### config.mk
export PLATFORM = sky130hd
export DESIGN_NAME = drive_strength_resolver_flat
export DESIGN_NICKNAME = d
export VERILOG_FILES = /design/src/rtl/drive_strength_resolver_if.sv /design/src/rtl/drive_strength_resolver.sv /design/src/flat_wrapper.sv
export SDC_FILE = /design/constraint.sdc
export NUM_CORES = 1
export LEC_CHECK = 0
export ABC_CLOCK_PERIOD_IN_PS = 9300
export CORE_ASPECT_RATIO = 1.1
export CORE_MARGIN = 3
export CORE_UTILIZATION = 60
export DETAILED_ROUTE_END_ITERATION = 7
export PLACE_DENSITY_LB_ADDON = 0.25
export SKIP_LAST_GASP = 1
export SLEW_MARGIN = 15
export SYNTH_ARGS = -nofsm -noshare
export SYNTH_HDL_FRONTEND = slang
export SYNTH_SLANG_ARGS = --single-unit
### constraint.sdc
create_clock -name clk -period 9.3 [get_ports clk]
set_input_delay 1.86 -clock clk [delete_from_list [all_inputs] [get_ports clk]]
set_output_delay 1.86 -clock clk [all_outputs]
set_load 0.02 [all_outputs]
### src/rtl/drive_strength_resolver_if.sv
// rtl/drive_strength_resolver_if.sv - Driver inputs and resolved-bus outputs of drive_strength_resolver
// Purpose: bundles the per-driver inputs and the per-bit resolved bus state.
// Signals:
//   drv_en       [N_DRV]        driver i enabled when bit i is set
//   drv_val      [N_DRV*WIDTH]  driver i value in slice [i*WIDTH +: WIDTH]
//   drv_s0       [N_DRV*3]      driver i strength when driving 0
//   drv_s1       [N_DRV*3]      driver i strength when driving 1
//   clr_stats    [1]            clear conflict_cnt
//   bus_val      [WIDTH]        resolved value, 0 where not known
//   bus_known    [WIDTH]        bit is a definite 0/1 (driven or held)
//   bus_z        [WIDTH]        bit is floating
//   bus_held     [WIDTH]        bit value comes from the keeper
//   bus_conflict [WIDTH]        bit is in contention
//   conflict_cnt [CNT_W]        saturating count of cycles with any conflict
// Modports: master drives the driver inputs, slave is the resolver.
interface drive_strength_resolver_if #(
   parameter int N_DRV = 4,
   parameter int WIDTH = 8,
   parameter int CNT_W = 8
);
   logic [N_DRV-1:0]       drv_en;
   logic [N_DRV*WIDTH-1:0] drv_val;
   logic [N_DRV*3-1:0]     drv_s0;
   logic [N_DRV*3-1:0]     drv_s1;
   logic                   clr_stats;
   logic [WIDTH-1:0]       bus_val;
   logic [WIDTH-1:0]       bus_known;
   logic [WIDTH-1:0]       bus_z;
   logic [WIDTH-1:0]       bus_held;
   logic [WIDTH-1:0]       bus_conflict;
   logic [CNT_W-1:0]       conflict_cnt;

   modport master (
      output drv_en, drv_val, drv_s0, drv_s1, clr_stats,
      input  bus_val, bus_known, bus_z, bus_held, bus_conflict, conflict_cnt
   );

   modport slave (
      input  drv_en, drv_val, drv_s0, drv_s1, clr_stats,
      output bus_val, bus_known, bus_z, bus_held, bus_conflict, conflict_cnt
   );
endinterface

### src/rtl/drive_strength_resolver.sv
// rtl/drive_strength_resolver.sv - Strongest-wins multi-driver bus resolver with keeper and conflict counter
// Purpose: resolves N_DRV strength-coded drivers onto a WIDTH-bit bus, one
// registered state machine per bit (DRIVEN/HOLD/FLOAT/CONFLICT), plus a
// saturating count of cycles in which any bit was in contention.
// Ports:
//   clk     - clock, all state updates on the rising edge
//   rst_n   - synchronous active-low reset, every bit to FLOAT, counter to 0
//   bus_if  - slave modport of drive_strength_resolver_if (driver inputs,
//             clr_stats, resolved bus outputs and conflict_cnt)
module drive_strength_resolver #(
   parameter int N_DRV       = 4,
   parameter int WIDTH       = 8,
   parameter int HOLD_CYCLES = 4,
   parameter int CNT_W       = 8
) (
   input  logic                        clk,
   input  logic                        rst_n,
   drive_strength_resolver_if.slave    bus_if
);
   // Hold counter must be at least one bit wide even when the keeper is off.
   localparam int HOLD_W = (HOLD_CYCLES > 0) ? $clog2(HOLD_CYCLES + 1) : 1;
   localparam logic [HOLD_W-1:0] HOLD_INIT =
      (HOLD_CYCLES > 0) ? HOLD_W'(HOLD_CYCLES - 1) : '0;

   localparam logic [1:0] RES_NONE = 2'd0;
   localparam logic [1:0] RES_DRV0 = 2'd1;
   localparam logic [1:0] RES_DRV1 = 2'd2;
   localparam logic [1:0] RES_X    = 2'd3;

   typedef enum logic [1:0] {
      ST_DRIVEN   = 2'd0,
      ST_HOLD     = 2'd1,
      ST_FLOAT    = 2'd2,
      ST_CONFLICT = 2'd3
   } state_t;

   // Codes above supply (5..7) behave as supply.
   function automatic logic [2:0] clamp_s(input logic [2:0] s);
      return (s > 3'd4) ? 3'd4 : s;
   endfunction

   logic [2:0]        w_m0  [WIDTH];
   logic [2:0]        w_m1  [WIDTH];
   logic [1:0]        w_res [WIDTH];
   logic              w_any_x;

   state_t            r_state [WIDTH];
   logic [HOLD_W-1:0] r_hold  [WIDTH];
   logic [WIDTH-1:0]  r_store;
   logic [WIDTH-1:0]  r_val;
   logic [WIDTH-1:0]  r_known;
   logic [WIDTH-1:0]  r_z;
   logic [WIDTH-1:0]  r_held;
   logic [WIDTH-1:0]  r_conf;
   logic [CNT_W-1:0]  r_cnt;

   // Per bit: strongest 1-driver against strongest 0-driver.
   always_comb begin
      w_any_x = 1'b0;
      for (int b = 0; b < WIDTH; b++) begin
         w_m0[b] = 3'd0;
         w_m1[b] = 3'd0;
         for (int i = 0; i < N_DRV; i++) begin
            if (bus_if.drv_en[i]) begin
               if (bus_if.drv_val[i*WIDTH + b]) begin
                  if (clamp_s(bus_if.drv_s1[i*3 +: 3]) > w_m1[b])
                     w_m1[b] = clamp_s(bus_if.drv_s1[i*3 +: 3]);
               end else begin
                  if (clamp_s(bus_if.drv_s0[i*3 +: 3]) > w_m0[b])
                     w_m0[b] = clamp_s(bus_if.drv_s0[i*3 +: 3]);
               end
            end
         end
         if (w_m1[b] > w_m0[b])
            w_res[b] = RES_DRV1;
         else if (w_m0[b] > w_m1[b])
            w_res[b] = RES_DRV0;
         else if (w_m1[b] == 3'd0)
            w_res[b] = RES_NONE;
         else
            w_res[b] = RES_X;
         if (w_res[b] == RES_X)
            w_any_x = 1'b1;
      end
   end

   // Per-bit state machines with registered outputs, plus the conflict counter.
   always_ff @(posedge clk) begin
      if (!rst_n) begin
         for (int b = 0; b < WIDTH; b++) begin
            r_state[b] <= ST_FLOAT;
            r_hold[b]  <= '0;
         end
         r_store <= '0;
         r_val   <= '0;
         r_known <= '0;
         r_z     <= '1;
         r_held  <= '0;
         r_conf  <= '0;
         r_cnt   <= '0;
      end else begin
         for (int b = 0; b < WIDTH; b++) begin
            case (w_res[b])
               RES_DRV0, RES_DRV1: begin
                  r_state[b] <= ST_DRIVEN;
                  r_store[b] <= (w_res[b] == RES_DRV1);
                  r_val[b]   <= (w_res[b] == RES_DRV1);
                  r_known[b] <= 1'b1;
                  r_z[b]     <= 1'b0;
                  r_held[b]  <= 1'b0;
                  r_conf[b]  <= 1'b0;
               end
               RES_X: begin
                  r_state[b] <= ST_CONFLICT;
                  r_val[b]   <= 1'b0;
                  r_known[b] <= 1'b0;
                  r_z[b]     <= 1'b0;
                  r_held[b]  <= 1'b0;
                  r_conf[b]  <= 1'b1;
               end
               default: begin
                  // Undriven: only a previously driven bit gets a keeper.
                  if ((r_state[b] == ST_DRIVEN && HOLD_CYCLES > 0) ||
                      (r_state[b] == ST_HOLD && r_hold[b] != '0)) begin
                     r_state[b] <= ST_HOLD;
                     r_hold[b]  <= (r_state[b] == ST_DRIVEN) ? HOLD_INIT
                                                             : r_hold[b] - HOLD_W'(1);
                     r_val[b]   <= r_store[b];
                     r_known[b] <= 1'b1;
                     r_z[b]     <= 1'b0;
                     r_held[b]  <= 1'b1;
                     r_conf[b]  <= 1'b0;
                  end else begin
                     r_state[b] <= ST_FLOAT;
                     r_val[b]   <= 1'b0;
                     r_known[b] <= 1'b0;
                     r_z[b]     <= 1'b1;
                     r_held[b]  <= 1'b0;
                     r_conf[b]  <= 1'b0;
                  end
               end
            endcase
         end

         // A clear in a conflict cycle counts that cycle.
         if (bus_if.clr_stats)
            r_cnt <= w_any_x ? CNT_W'(1) : '0;
         else if (w_any_x && r_cnt != '1)
            r_cnt <= r_cnt + CNT_W'(1);
      end
   end

   assign bus_if.bus_val      = r_val;
   assign bus_if.bus_known    = r_known;
   assign bus_if.bus_z        = r_z;
   assign bus_if.bus_held     = r_held;
   assign bus_if.bus_conflict = r_conf;
   assign bus_if.conflict_cnt = r_cnt;
endmodule

### src/flat_wrapper.sv
// flat-port wrapper written by rule: the top's interface ports become plain ports
module drive_strength_resolver_flat 
#(
   parameter int N_DRV       = 4,
   parameter int WIDTH       = 8,
   parameter int HOLD_CYCLES = 4,
   parameter int CNT_W       = 8
)
  (clk, rst_n, bus_if_drv_en, bus_if_drv_val, bus_if_drv_s0, bus_if_drv_s1, bus_if_clr_stats, bus_if_bus_val, bus_if_bus_known, bus_if_bus_z, bus_if_bus_held, bus_if_bus_conflict, bus_if_conflict_cnt);
  drive_strength_resolver_if #(.N_DRV(N_DRV), .WIDTH(WIDTH), .CNT_W(CNT_W)) bus_if_i ();
  input  logic clk;
  input  logic rst_n;
  input wire logic [$bits(bus_if_i.drv_en)-1:0] bus_if_drv_en;
  input wire logic [$bits(bus_if_i.drv_val)-1:0] bus_if_drv_val;
  input wire logic [$bits(bus_if_i.drv_s0)-1:0] bus_if_drv_s0;
  input wire logic [$bits(bus_if_i.drv_s1)-1:0] bus_if_drv_s1;
  input wire logic [$bits(bus_if_i.clr_stats)-1:0] bus_if_clr_stats;
  output wire logic [$bits(bus_if_i.bus_val)-1:0] bus_if_bus_val;
  output wire logic [$bits(bus_if_i.bus_known)-1:0] bus_if_bus_known;
  output wire logic [$bits(bus_if_i.bus_z)-1:0] bus_if_bus_z;
  output wire logic [$bits(bus_if_i.bus_held)-1:0] bus_if_bus_held;
  output wire logic [$bits(bus_if_i.bus_conflict)-1:0] bus_if_bus_conflict;
  output wire logic [$bits(bus_if_i.conflict_cnt)-1:0] bus_if_conflict_cnt;
  assign bus_if_i.drv_en = bus_if_drv_en;
  assign bus_if_i.drv_val = bus_if_drv_val;
  assign bus_if_i.drv_s0 = bus_if_drv_s0;
  assign bus_if_i.drv_s1 = bus_if_drv_s1;
  assign bus_if_i.clr_stats = bus_if_clr_stats;
  assign bus_if_bus_val = bus_if_i.bus_val;
  assign bus_if_bus_known = bus_if_i.bus_known;
  assign bus_if_bus_z = bus_if_i.bus_z;
  assign bus_if_bus_held = bus_if_i.bus_held;
  assign bus_if_bus_conflict = bus_if_i.bus_conflict;
  assign bus_if_conflict_cnt = bus_if_i.conflict_cnt;
  drive_strength_resolver #(.N_DRV(N_DRV), .WIDTH(WIDTH), .HOLD_CYCLES(HOLD_CYCLES), .CNT_W(CNT_W)) u_core (.clk(clk), .rst_n(rst_n), .bus_if(bus_if_i));
endmodule
==> impl_results.md, run 1 <==
- Area of the multi-input gates: between 9000 and 10,000 um^2
- Critical Path Max Stage Delay: about 0.50 ns
- Cells after synthesis: approximately 1,400
- Setup ws final: a little under 0.5 ns
- Post-synth EDFFs: 40
- Drt total wl: approximately 32 mm
- Num CTS Buffers: 9
- Synth cell types: 65
- Post-CTS Hold Buffers: 0
- Gr ovfl total: 0
- Peak Freq: 0.113 GHz
- Post-route clock period utilization: a little over nine tenths
- Tot GR Track Use: 28.5%
- Crit-path slowest cell: clkdlybuf4s50_1
- DR iter-0 viols: about 680
- CP max FO: 7
- P&R area growth vs syn: 16.0%
- Fin cells: between 1,500 and 2,000
- Number of global-route vias before repair: approximately 11,000
- Crit end category: register
- Final Max Tran Viols: 0
- Setup Viol. Count Final: 0
- Vias: around 11,000
- Cell count after placement: between 1,500 and 2,000
- Cell taking the most area after synthesis: ha_1
- HPWL after detailed placement: around 26 mm
- CP Buf/Inv Count: 3
- Share of cells above drive strength 1: under 10%
- Worst-path clk slew: ~0.06 ns
- Chip Width: about 140 um
- Crit path max-delay family: compound AO/OA/AOI/OAI gates
- H-tree levels: 3
- Crit path DAT: approximately 9 ns
- Post-synth ARST share: 0%
- Die height: roughly 150 um
- CP dominant cell by count: ha_1
- Sequential fraction of the synthesis area: 19.6%
- Drt wl/cell: roughly 18 um
- Drt via density: between 6 and 7
- Sum Neg Setup Slack: 0 ns
- IO Port Bufs: 110
- Layout net count: around 1,800
- Pwr/cell area: between 150 and 200 nW/um^2
- # rows: 53
- Mapped Area: around 12,000 um^2
- Leak: around 6.0 nW
- Final GP Congestion: ~0.94
- Area contributors post-synth: ha_1, edfxtp_1, dfxtp_1
- Worst hold path class: register to register
- Outcome: finished, final reports clean
- Top FF cell, synth: dfxtp_1
- Period minus WS final: approximately 8.8 ns
- Crit path kind: input pin to register
- Pre-CTS WS: -0.00618 ns
- Synth cell count leaders: ha_1, a21oi_1, nor2b_1, inv_1, nand2_1
- Syn_nets: ~1,700
- Syn. warnings: 0
- Root buffer cell: clkbuf_16
- Final-layout fill cell count: between 1,500 and 2,000
- CTS Buffer Depth: 2
- Synth top area share: between 20 and 25%
- First-pass GRT wire length: approximately 51 mm
- Final Hold Violating Endpoints: 0
- Tot Pwr: 2.24 mW
- Skew-Pair Late Insertion Delay: approximately 0.34 ns
- Final ANT Viol Nets: 0
- Largest net degree at the start of global routing: between 60 and 70
- I/O pin total: 111
- Sequential cell area: 2320 um^2
- Ant. Diodes: 0
- Most instantiated library cell after synthesis: ha_1
- CTS tree: yes
- Seq cells post-synth: 96
- Clock sinks: 96
- Critical Path RT: roughly 9.4 ns
- Worst Max-Slew Pin Slew: between 1 and 1.5 ns
- Initial antenna violation count: 0
- Startpoint types: input pin
- Slew margin rel.: about a quarter
- Die Area: around 21,000 um^2
- Setup slack, reg-to-reg: ~7 ns
- # DRC: 0
- Initial core utilization: approximately three fifths
- Max Cap Violations: 0
- VDD IR max: roughly 170 uV
- Syn Area/Cell: around 8.3 um^2
- Final clock skew: between 0.005 and 0.006 ns
- Core Area: 19,200 um^2
- First-pass DRT Iterations: 5
-- logic make-up (layout without fill, tap and decap cells) --
group           after synthesis  in the layout  share of synthesized area, %
xor+xnor                      5              5                         0.369
mux                           9              9                         0.760
buf+inv                     131            256                          4.21
simple gates                477            477                          22.2
compound gates              504            504                          30.9
flops                        96             96                          19.6
fa+ha+maj                   209            209                          22.1
-- layer usage --
metal  GRT usage [%]  share of wire, %  vias up
met3            2.38               4.7       89
li1                -                 -     5708
met5               0                 0        -
met1            37.8                45     5313
met2            48.0                47      343
met4            11.3               3.7        0
-- cells in the final DEF (no fill, tap or decap), types with 8 or more instances in the layout --
cell type | synthesis | routed
a211o_1 | 10 | 10
a211oi_1 | 24 | 21
a21boi_0 | 13 | 13
a21o_1 | 20 | 20
a21oi_1 | 94 | 94
a22o_1 | 8 | 8
a22oi_1 | 21 | 17
a31oi_1 | 21 | 21
and2_1 | 38 | 38
and3_1 | 39 | 39
and4b_1 | 8 | 8
buf_4 | 1 | 41
clkbuf_16 | 0 | 9
clkdlybuf4s50_1 | 0 | 109
dfxtp_1 | 56 | 56
edfxtp_1 | 40 | 40
ha_1 | 209 | 209
inv_1 | 86 | 86
mux2i_1 | 9 | 9
nand2_1 | 84 | 83
nand2b_1 | 37 | 37
nand3_1 | 35 | 35
nand3b_1 | 10 | 10
nor2_1 | 68 | 68
nor2b_1 | 90 | 89
o2111ai_1 | 18 | 18
o211a_1 | 23 | 23
o211ai_1 | 59 | 59
o21a_1 | 48 | 48
o21ai_0 | 56 | 56
or2_2 | 42 | 41
-- where the power goes --
part           switching [mW]  internal, mW  total (mW)  leakage (nW)
clock                   0.154         0.189       0.343         0.140
sequential             0.0420         0.573       0.615         0.871
combinational           0.723         0.561        1.28          4.96
total                   0.920          1.32        2.24          5.97
-- path summary, 6_finish.rpt --
| path | from | end | depth (start not counted) |
|---|---|---|---|
| max | bus_if_drv_en[0] | u_core.r_state[3][0]$_SDFFCE_PP0P_ | 32 |
| min | u_core.bus_if.conflict_cnt[1]$_SDFFE_PN0P_ | u_core.bus_if.conflict_cnt[1]$_SDFFE_PN0P_ | 2 |
| max reg2reg | u_core.r_hold[0][18]$_SDFFCE_PN0P_ | u_core.r_state[3][0]$_SDFFCE_PP0P_ | 7 |
| min reg2reg | u_core.bus_if.conflict_cnt[1]$_SDFFE_PN0P_ | u_core.bus_if.conflict_cnt[1]$_SDFFE_PN0P_ | 2 |
-- final cells by class --
cell class,instances,share of cell area [%]
clock buffer,11,1.77
clock inverter,5,0.237
inverter,89,2.43
multi-input combinational,1204,66.2
sequential,96,16.9
tap,247,2.25
timing repair buffer,151,10.2
-- through the flow --
stage               instance area (um^2)  hold WS, ns  util, %
finish                             13700        0.501     71.5
global route                       13700        0.525     71.5
CTS                                13700        0.503     71.1
detailed placement                 13400        0.491     69.7
global placement                   13400        0.479     69.7
floorplan                          11900        0.452        -
-- sequential cells by signal, summed over array words and instances (netlist names) --
name,flops
u_core.bus_if.bus_conflict,8
u_core.r_hold,24
u_core.bus_if.bus_held,8
u_core.r_store,8
u_core.bus_if.bus_known,8
u_core.bus_if.bus_z,8
u_core.r_state,16
u_core.bus_if.bus_val,8
u_core.bus_if.conflict_cnt,8
-- timing repair --
item | CTS | global route
setup endpoints to repair | 0 | 15
gates resized for setup | 0 | 19
hold endpoints to repair | 0 | 0
buffers inserted | 0 | 0
-- worst register-to-register path, stage by stage, from the launching register on --
cell	delay (ns)
edfxtp_1	0.34
inv_1	0.05
ha_1	0.19
ha_1	0.20
a21oi_1	0.28
o21ai_0	0.21
or2_2	0.38
or3_1	0.39
Note: power is estimated with default switching activity, not from simulation.
==> run 2, diff against run 1 <==
--- a/config.mk
+++ b/config.mk
@@ -8,7 +8,8 @@
 export ABC_CLOCK_PERIOD_IN_PS = 9300
 export CORE_ASPECT_RATIO = 1.1
 export CORE_MARGIN = 3
-export CORE_UTILIZATION = 60
+export CORE_UTILIZATION = 61
+export CTS_BUF_LIST = sky130_fd_sc_hd__clkbuf_8
 export DETAILED_ROUTE_END_ITERATION = 7
 export PLACE_DENSITY_LB_ADDON = 0.25
 export SKIP_LAST_GASP = 1
==> run 2 against run 1 <==
Effect of this change:
- wire length is 7.2% higher
- largest power group unchanged
- count of clock-buffer cells in the layout is 2 lower
- critical path type unchanged
- critical endpoint unchanged
- die area is 1.6% lower
- first-iteration DRC count is 20% higher
- via count is 3.4% higher
==> impl_results.md, run 2 (same netlist as run 1, synthesis figures left out) <==
- Commonest cells after routing, fill and taps aside: ha_1, clkdlybuf4s50_1, a21oi_1, nor2b_1, inv_1
- Tot GR Track Use: 30.7% (+2.2 points)
- Hold WS: 0.505 ns (+0.00316 ns)
- CP dominant cell by count: ha_1
- Drt via density: 6.52 (+2.6%)
- Critical Path RT: 9.41 ns (+0.02 ns)
- CTS Buffer Depth: 2 (unchanged)
- Fin cells: 1,817 (+0.78%)
- Crit path DAT: 9.08 ns (+0.18 ns)
- Most flop-heavy register: u_core.r_hold
- IO Port Bufs: 110 (unchanged)
- Drt total wl: 33.9 mm (+7.2%)
- CP max FO: 6 (-1)
- Largest net degree at the start of global routing: 69 (unchanged)
- Gate power share: 60.5% (+3.2 points)
- Worst-path clk slew: 0.10 ns (+0.04 ns)
- Crit path max-delay family: compound AO/OA/AOI/OAI gates
- Die height: 152 um (-0.79%)
- Final ANT Viol Nets: 0 (unchanged)
- Setup Viol. Count Final: 0 (unchanged)
- First-pass GRT wire length: 54.5 mm (+6.0%)
- HPWL after detailed placement: 27.0 mm (+4.9%)
- Post-route clock period utilization: 96.4% (+1.6 points)
- Period minus WS final: 8.97 ns (+0.153 ns)
- VDD IR max: 137 uV (-20%)
- Layout net count: 1,841 (+0.99%)
- Vias: 11,800 (+3.4%)
- Root buffer cell: clkbuf_8
- Number of global-route vias before repair: 11,200 (+3.5%)
- Crit path kind: input pin to register
- Initial antenna violation count: 0 (unchanged)
- Final core utilization: 73.3% (+1.8 points)
- Slew margin rel.: 37.8% (+14 points)
- Worst hold path class: register to register
- Critical Path Max Stage Delay: 0.50 ns (about the same)
- Largest register FFs: 24 (unchanged)
- Finished Cell Area: 13,700 um^2 (about the same)
- Startpoint types: input pin
- RSZ-0062 raised after global routing: true
- CTS tree: yes
- Final Max Tran Viols: 0 (unchanged)
- Core Area: 18,700 um^2 (-2.6%)
- Biggest regs: u_core.r_hold (24), u_core.r_state (16)
- Final clock skew: 0.00712 ns (+0.00130 ns)
- Chip Width: 139 um (-0.79%)
- # DRC: 0 (unchanged)
- Post-CTS Hold Buffers: 0 (unchanged)
- Sum Neg Setup Slack: 0 ns (unchanged)
- Post-DP Area: 13,500 um^2 (+0.97%)
- P&R area growth vs syn: 15.9% (about the same)
- Drt wl/cell: 18.7 um (+6.4%)
- Worst Max-Slew Pin Slew: 0.933 ns (-0.203 ns)
- H-tree levels: 3 (unchanged)
- Skew-Pair Late Insertion Delay: 0.35 ns (about the same)
- Pre-CTS WS: -0.0634 ns (-0.0572 ns)
- Die Area: 21,100 um^2 (-1.6%)
- Outcome: finished, final reports clean
- Num CTS Buffers: 9 (unchanged)
- Share of cells above drive strength 1: 9.09% (+0.86 points)
- DR iter-0 viols: 816 (+20%)
- Peak Freq: 0.112 GHz (-1.7%)
- I/O pin total: 111 (unchanged)
- Final Hold Violating Endpoints: 0 (unchanged)
- Internal power: 1.24 mW (-6.4%)
- Setup ws final: 0.334 ns (-0.153 ns)
- Max Cap Violations: 0 (unchanged)
- CP Buf/Inv Count: 3 (unchanged)
- Gr ovfl total: 0 (unchanged)
- Final GP Congestion: 0.956 (+1.4%)
- Ant. Diodes: 0 (unchanged)
- Clock network power share: 11.3% (-4.0 points)
- Sw power: 0.943 mW (+2.5%)
- Crit-path slowest cell: clkdlybuf4s50_1
- Crit end category: register
- Initial core utilization: 63.3% (+1.6 points)
- First-pass DRT Iterations: 5 (unchanged)
- Clock sinks: 96 (unchanged)
- Cell count after placement: 1,801 (+0.78%)
- Tot Pwr: 2.18 mW (-2.8%)
- Seq pwr share: 28.2% (+0.8 points)
- Sw frac: 43.2% (+2.2 points)
- Leak: 6.01 nW (+0.56%)
- Commonest non-fill, non-tap cell in the layout: ha_1
- Pwr/cell area: 159 nW/um^2 (-2.7%)
- # rows: 52 (-1.9%)
-- run 2: cell types whose count changed in the layout (fill, tap and decap cells not counted), moves of 3 or more --
cell       change
buf_4         +18
clkbuf_8       +8
a2111oi_0      +3
clkbuf_16      -9
-- run 2: area by class of cell --
cell class              count  area (um^2)
well taps                 243          304
repair buffers            169         1540
fillers                  1470         4990
inverters                  89          334
clock buffers               9          124
clock inverters             7         45.0
multi-input cells        1204         9070
flip-flops and latches     96         2320
-- run 2: worst paths after layout --
kind                                                    startpoint                                  end  slack, ns  depth (start not counted)
worst max-delay path                              bus_if_drv_s0[2]   u_core.r_state[3][0]$_SDFFCE_PP0P_       0.33                         31
worst min-delay path                u_core.r_store[5]$_SDFFE_PN0P_  u_core.bus_if.bus_val[5]$_SDFF_PN0_       0.50                          2
worst max register to register  u_core.r_hold[0][21]$_SDFFCE_PN0P_   u_core.r_state[3][3]$_SDFFCE_PP1P_       6.93                          7
worst min register to register      u_core.r_store[5]$_SDFFE_PN0P_  u_core.bus_if.bus_val[5]$_SDFF_PN0_       0.50                          2
-- run 2: metal layers --
metal	vias to the layer above	track usage, %	wire length (um)
li1	5745	-	-
met5	-	0	0
met2	476	51.6	15600
met4	0	16.7	1980
met1	5519	38.5	14100
met3	101	3.26	2250
-- run 2: timing repair --
action                     4_1_cts  5_1_grt
buffers inserted                 0        0
gates resized for setup          0       11
setup endpoints to repair        0       10
-- run 2: power groups by stage --
stage          combinational, mW  sequential [mW]  clock, mW
2_1_floorplan              0.826            0.678          0
3_3_place_gp                1.24            0.618          0
3_5_place_dp                1.29            0.624          0
4_1_cts                     1.29            0.615      0.250
5_1_grt                     1.46            0.627      0.266
6_report                    1.32            0.615      0.247
-- run 2: worst reg2reg max path: cells and delay by family, from the launching register on --
family / cells / cell delay [ns]
buffers and inverters: 1 / 0.05
and+or+nand+nor: 2 / 0.77
adders and majority gates: 2 / 0.42
DFF: 1 / 0.37
AOI/OAI and AO/OA: 2 / 0.51
==> run 3, diff against run 2 <==
--- a/config.mk
+++ b/config.mk
@@ -10,6 +10,7 @@
 export CORE_MARGIN = 3
 export CORE_UTILIZATION = 61
 export CTS_BUF_LIST = sky130_fd_sc_hd__clkbuf_8
+export CTS_CLUSTER_SIZE = 40
 export DETAILED_ROUTE_END_ITERATION = 7
 export PLACE_DENSITY_LB_ADDON = 0.25
 export SKIP_LAST_GASP = 1
@@ -17,3 +18,4 @@
 export SYNTH_ARGS = -nofsm -noshare
 export SYNTH_HDL_FRONTEND = slang
 export SYNTH_SLANG_ARGS = --single-unit
+export TNS_END_PERCENT = 20
==> run 3 against run 2 <==
Effect of this change:
- first-iteration DRC count shrank 4.7%
- clock skew is essentially flat
- cell count is the same
- clock power is essentially flat
- maximum frequency shrank 0.67%
- total power shrank 0.11%
- sequential share of layout area is essentially flat
- sequential power is essentially flat
- setup slack lost 0.061 ns
- core utilization is essentially flat
- die area is the same
==> impl_results.md, run 3 (same netlist as run 1, synthesis figures left out) <==
- Peak Freq: 0.111 GHz (-0.67%)
- Worst Max-Slew Pin Slew: 0.941 ns (+0.00850 ns)
- Initial antenna violation count: 0 (unchanged)
- Num CTS Buffers: 9 (unchanged)
- Share of cells above drive strength 1: 9.02% (-0.064 points)
- Crit end category: register
- Final Max Tran Viols: 0 (unchanged)
- Number of global-route vias before repair: 11,200 (unchanged)
- Max Cap Violations: 0 (unchanged)
- Commonest cells after routing, fill and taps aside: ha_1, clkdlybuf4s50_1, a21oi_1, nor2b_1, inv_1
- Worst R2R Start: u_core.r_hold[0][18]$_SDFFCE_PN0P_
- Met3 GRT Util: 3.26% (unchanged)
- Crit path kind: input pin to register
- Skew-Pair Late Insertion Delay: 0.35 ns (about the same)
- Hold-critical path endpoint: u_core.bus_if.bus_val[5]$_SDFF_PN0_
- Cell count after placement: 1,801 (unchanged)
- Hold path startpoint: u_core.r_store[5]$_SDFFE_PN0P_
- Leak: 6.01 nW (about the same)
- I/O pin total: 111 (unchanged)
- VDD IR max: 137 uV (about the same)
- Min-Delay Path Depth: 2 (unchanged)
- Clock sinks: 96 (unchanged)
- CTS Buffer Depth: 2 (unchanged)
- DR iter-0 viols: 778 (-4.7%)
- Die height: 152 um (unchanged)
- Final Hold Violating Endpoints: 0 (unchanged)
- Outcome: finished, final reports clean
- Initial core utilization: 63.3% (unchanged)
- P&R area growth vs syn: 15.9% (about the same)
- Largest register FFs: 24 (unchanged)
- Gr ovfl total: 0 (unchanged)
- Crit-path slowest cell: clkdlybuf4s50_1
- Met1 Use GR: 38.5% (unchanged)
- Sum Neg Setup Slack: 0 ns (unchanged)
- Drt total wl: 33.8 mm (-0.26%)
- IO Port Bufs: 110 (unchanged)
- Sw frac: 43.2% (-0.048 points)
- CP max FO: 6 (unchanged)
- Gate power share: 60.5% (about the same)
- Vias: 11,900 (+0.30%)
- Commonest non-fill, non-tap cell in the layout: ha_1
- Die Area: 21,100 um^2 (unchanged)
- Worst hold path class: register to register
- Biggest regs: u_core.r_hold (24), u_core.r_state (16)
- Worst r2r dst: u_core.r_state[3][0]$_SDFFCE_PP0P_
- Drt via density: 6.54 (+0.30%)
- RSZ-0062 raised after global routing: true
- Seq pwr share: 28.2% (about the same)
- # DRC: 0 (unchanged)
- Final clock skew: 0.00747 ns (+0.000352 ns)
- Final ANT Viol Nets: 0 (unchanged)
- Clock network power share: 11.3% (about the same)
- Startpoint types: input pin
- H-tree levels: 3 (unchanged)
- CTS tree: yes
- Crit path launch: bus_if_drv_s0[2]
- Core Area: 18,700 um^2 (unchanged)
- Crit path DAT: 9.14 ns (+0.06 ns)
- First-pass DRT Iterations: 5 (unchanged)
- Tot GR Track Use: 30.7% (unchanged)
- Pre-CTS WS: -0.0634 ns (unchanged)
- Largest net degree at the start of global routing: 69 (unchanged)
- Grt met2 use: 51.6% (unchanged)
- Fin cells: 1,817 (unchanged)
- CP dominant cell by count: ha_1
- Pwr/cell area: 159 nW/um^2 (about the same)
- Layout net count: 1,841 (unchanged)
- Internal power: 1.24 mW (about the same)
- First-pass GRT wire length: 54.5 mm (unchanged)
- Final GP Congestion: 0.956 (unchanged)
- HPWL after detailed placement: 27.0 mm (unchanged)
- Setup ws final: 0.274 ns (-0.0606 ns)
- Worst-path clk slew: 0.10 ns (about the same)
- Final-layout fill cell count: 1,470 (unchanged)
- Most flop-heavy register: u_core.r_hold
- Drt wl/cell: 18.6 um (-0.26%)
- Chip Width: 139 um (unchanged)
- CTS-repair resized insts: 0 (unchanged)
- Post-CTS Hold Buffers: 0 (unchanged)
- Root buffer cell: clkbuf_8
- # rows: 52 (unchanged)
- Setup slack, reg-to-reg: 6.93 ns (about the same)
- Critical Path Max Stage Delay: 0.49 ns (about the same)
- Sw power: 0.940 mW (-0.22%)
- GR peak layer: met2
- Post-route clock period utilization: 97.1% (+0.65 points)
- Reg2reg path depth: 7 (unchanged)
- Period minus WS final: 9.03 ns (+0.0606 ns)
- Ant. Diodes: 0 (unchanged)
- Critical Path RT: 9.41 ns (about the same)
- Tot Pwr: 2.18 mW (-0.11%)
- Slew margin rel.: 37.3% (-0.57 points)
- Setup Viol. Count Final: 0 (unchanged)
- Setup Fix Bufs, Post-CTS: 0 (unchanged)
## run 3: how the worst max path moves through the flow
stage | cells past startpoint | slack [ns] | end
finish | 31 | 0.27 | u_core.r_state[3][0]$_SDFFCE_PP0P_
detailed placement | 31 | -0.06 | u_core.r_state[3][1]$_SDFFCE_PP1P_
floorplan | 31 | 0.77 | u_core.r_state[3][2]$_SDFFCE_PP0P_
CTS | 31 | 0.29 | u_core.r_state[3][1]$_SDFFCE_PP1P_
global route | 33 | -0.08 | u_core.bus_if.conflict_cnt[4]$_SDFFE_PN0P_
global placement | 33 | 0.20 | u_core.bus_if.conflict_cnt[4]$_SDFFE_PN0P_
## run 3: final cells by class
cell class / instances / area [um^2] / area share, %
multi-input combinational: 1204 / 9070 / 66.0
tap: 243 / 304 / 2.21
timing repair buffer: 169 / 1540 / 11.2
clock buffer: 9 / 124 / 0.902
sequential: 96 / 2320 / 16.9
clock inverter: 7 / 45.0 / 0.328
inverter: 89 / 334 / 2.43
## run 3: metrics by stage
stage / cell area [um^2] / hold slack [ns] / utilization [%]
6_report: 13700 / 0.500 / 73.3
5_1_grt: 13700 / 0.539 / 73.3
4_1_cts: 13700 / 0.509 / 73.1
3_5_place_dp: 13500 / 0.493 / 72.2
3_3_place_gp: 13500 / 0.482 / 72.2
2_1_floorplan: 11900 / 0.452 / -
## run 3: worst max-delay path: cells and delay by family
family | cells | cell delay (ns)
compound gates | 15 | 3.07
buf+inv | 3 | 0.79
fa+ha+maj | 5 | 1.50
simple gates | 8 | 1.88
## run 3: layer usage
metal / share of wire [%] / vias up
met5: 0 / -
met4: 5.9 / 0
met3: 7.4 / 105
met2: 46 / 524
met1: 41 / 5493
li1: - / 5755
## run 3: power groups by stage
stage	combinational, mW	sequential, mW	clock, mW
after global routing	1.46	0.627	0.266
final	1.32	0.615	0.246
after global placement	1.24	0.618	0
after floorplan	0.826	0.678	0
after detailed placement	1.29	0.624	0
after CTS	1.29	0.615	0.250
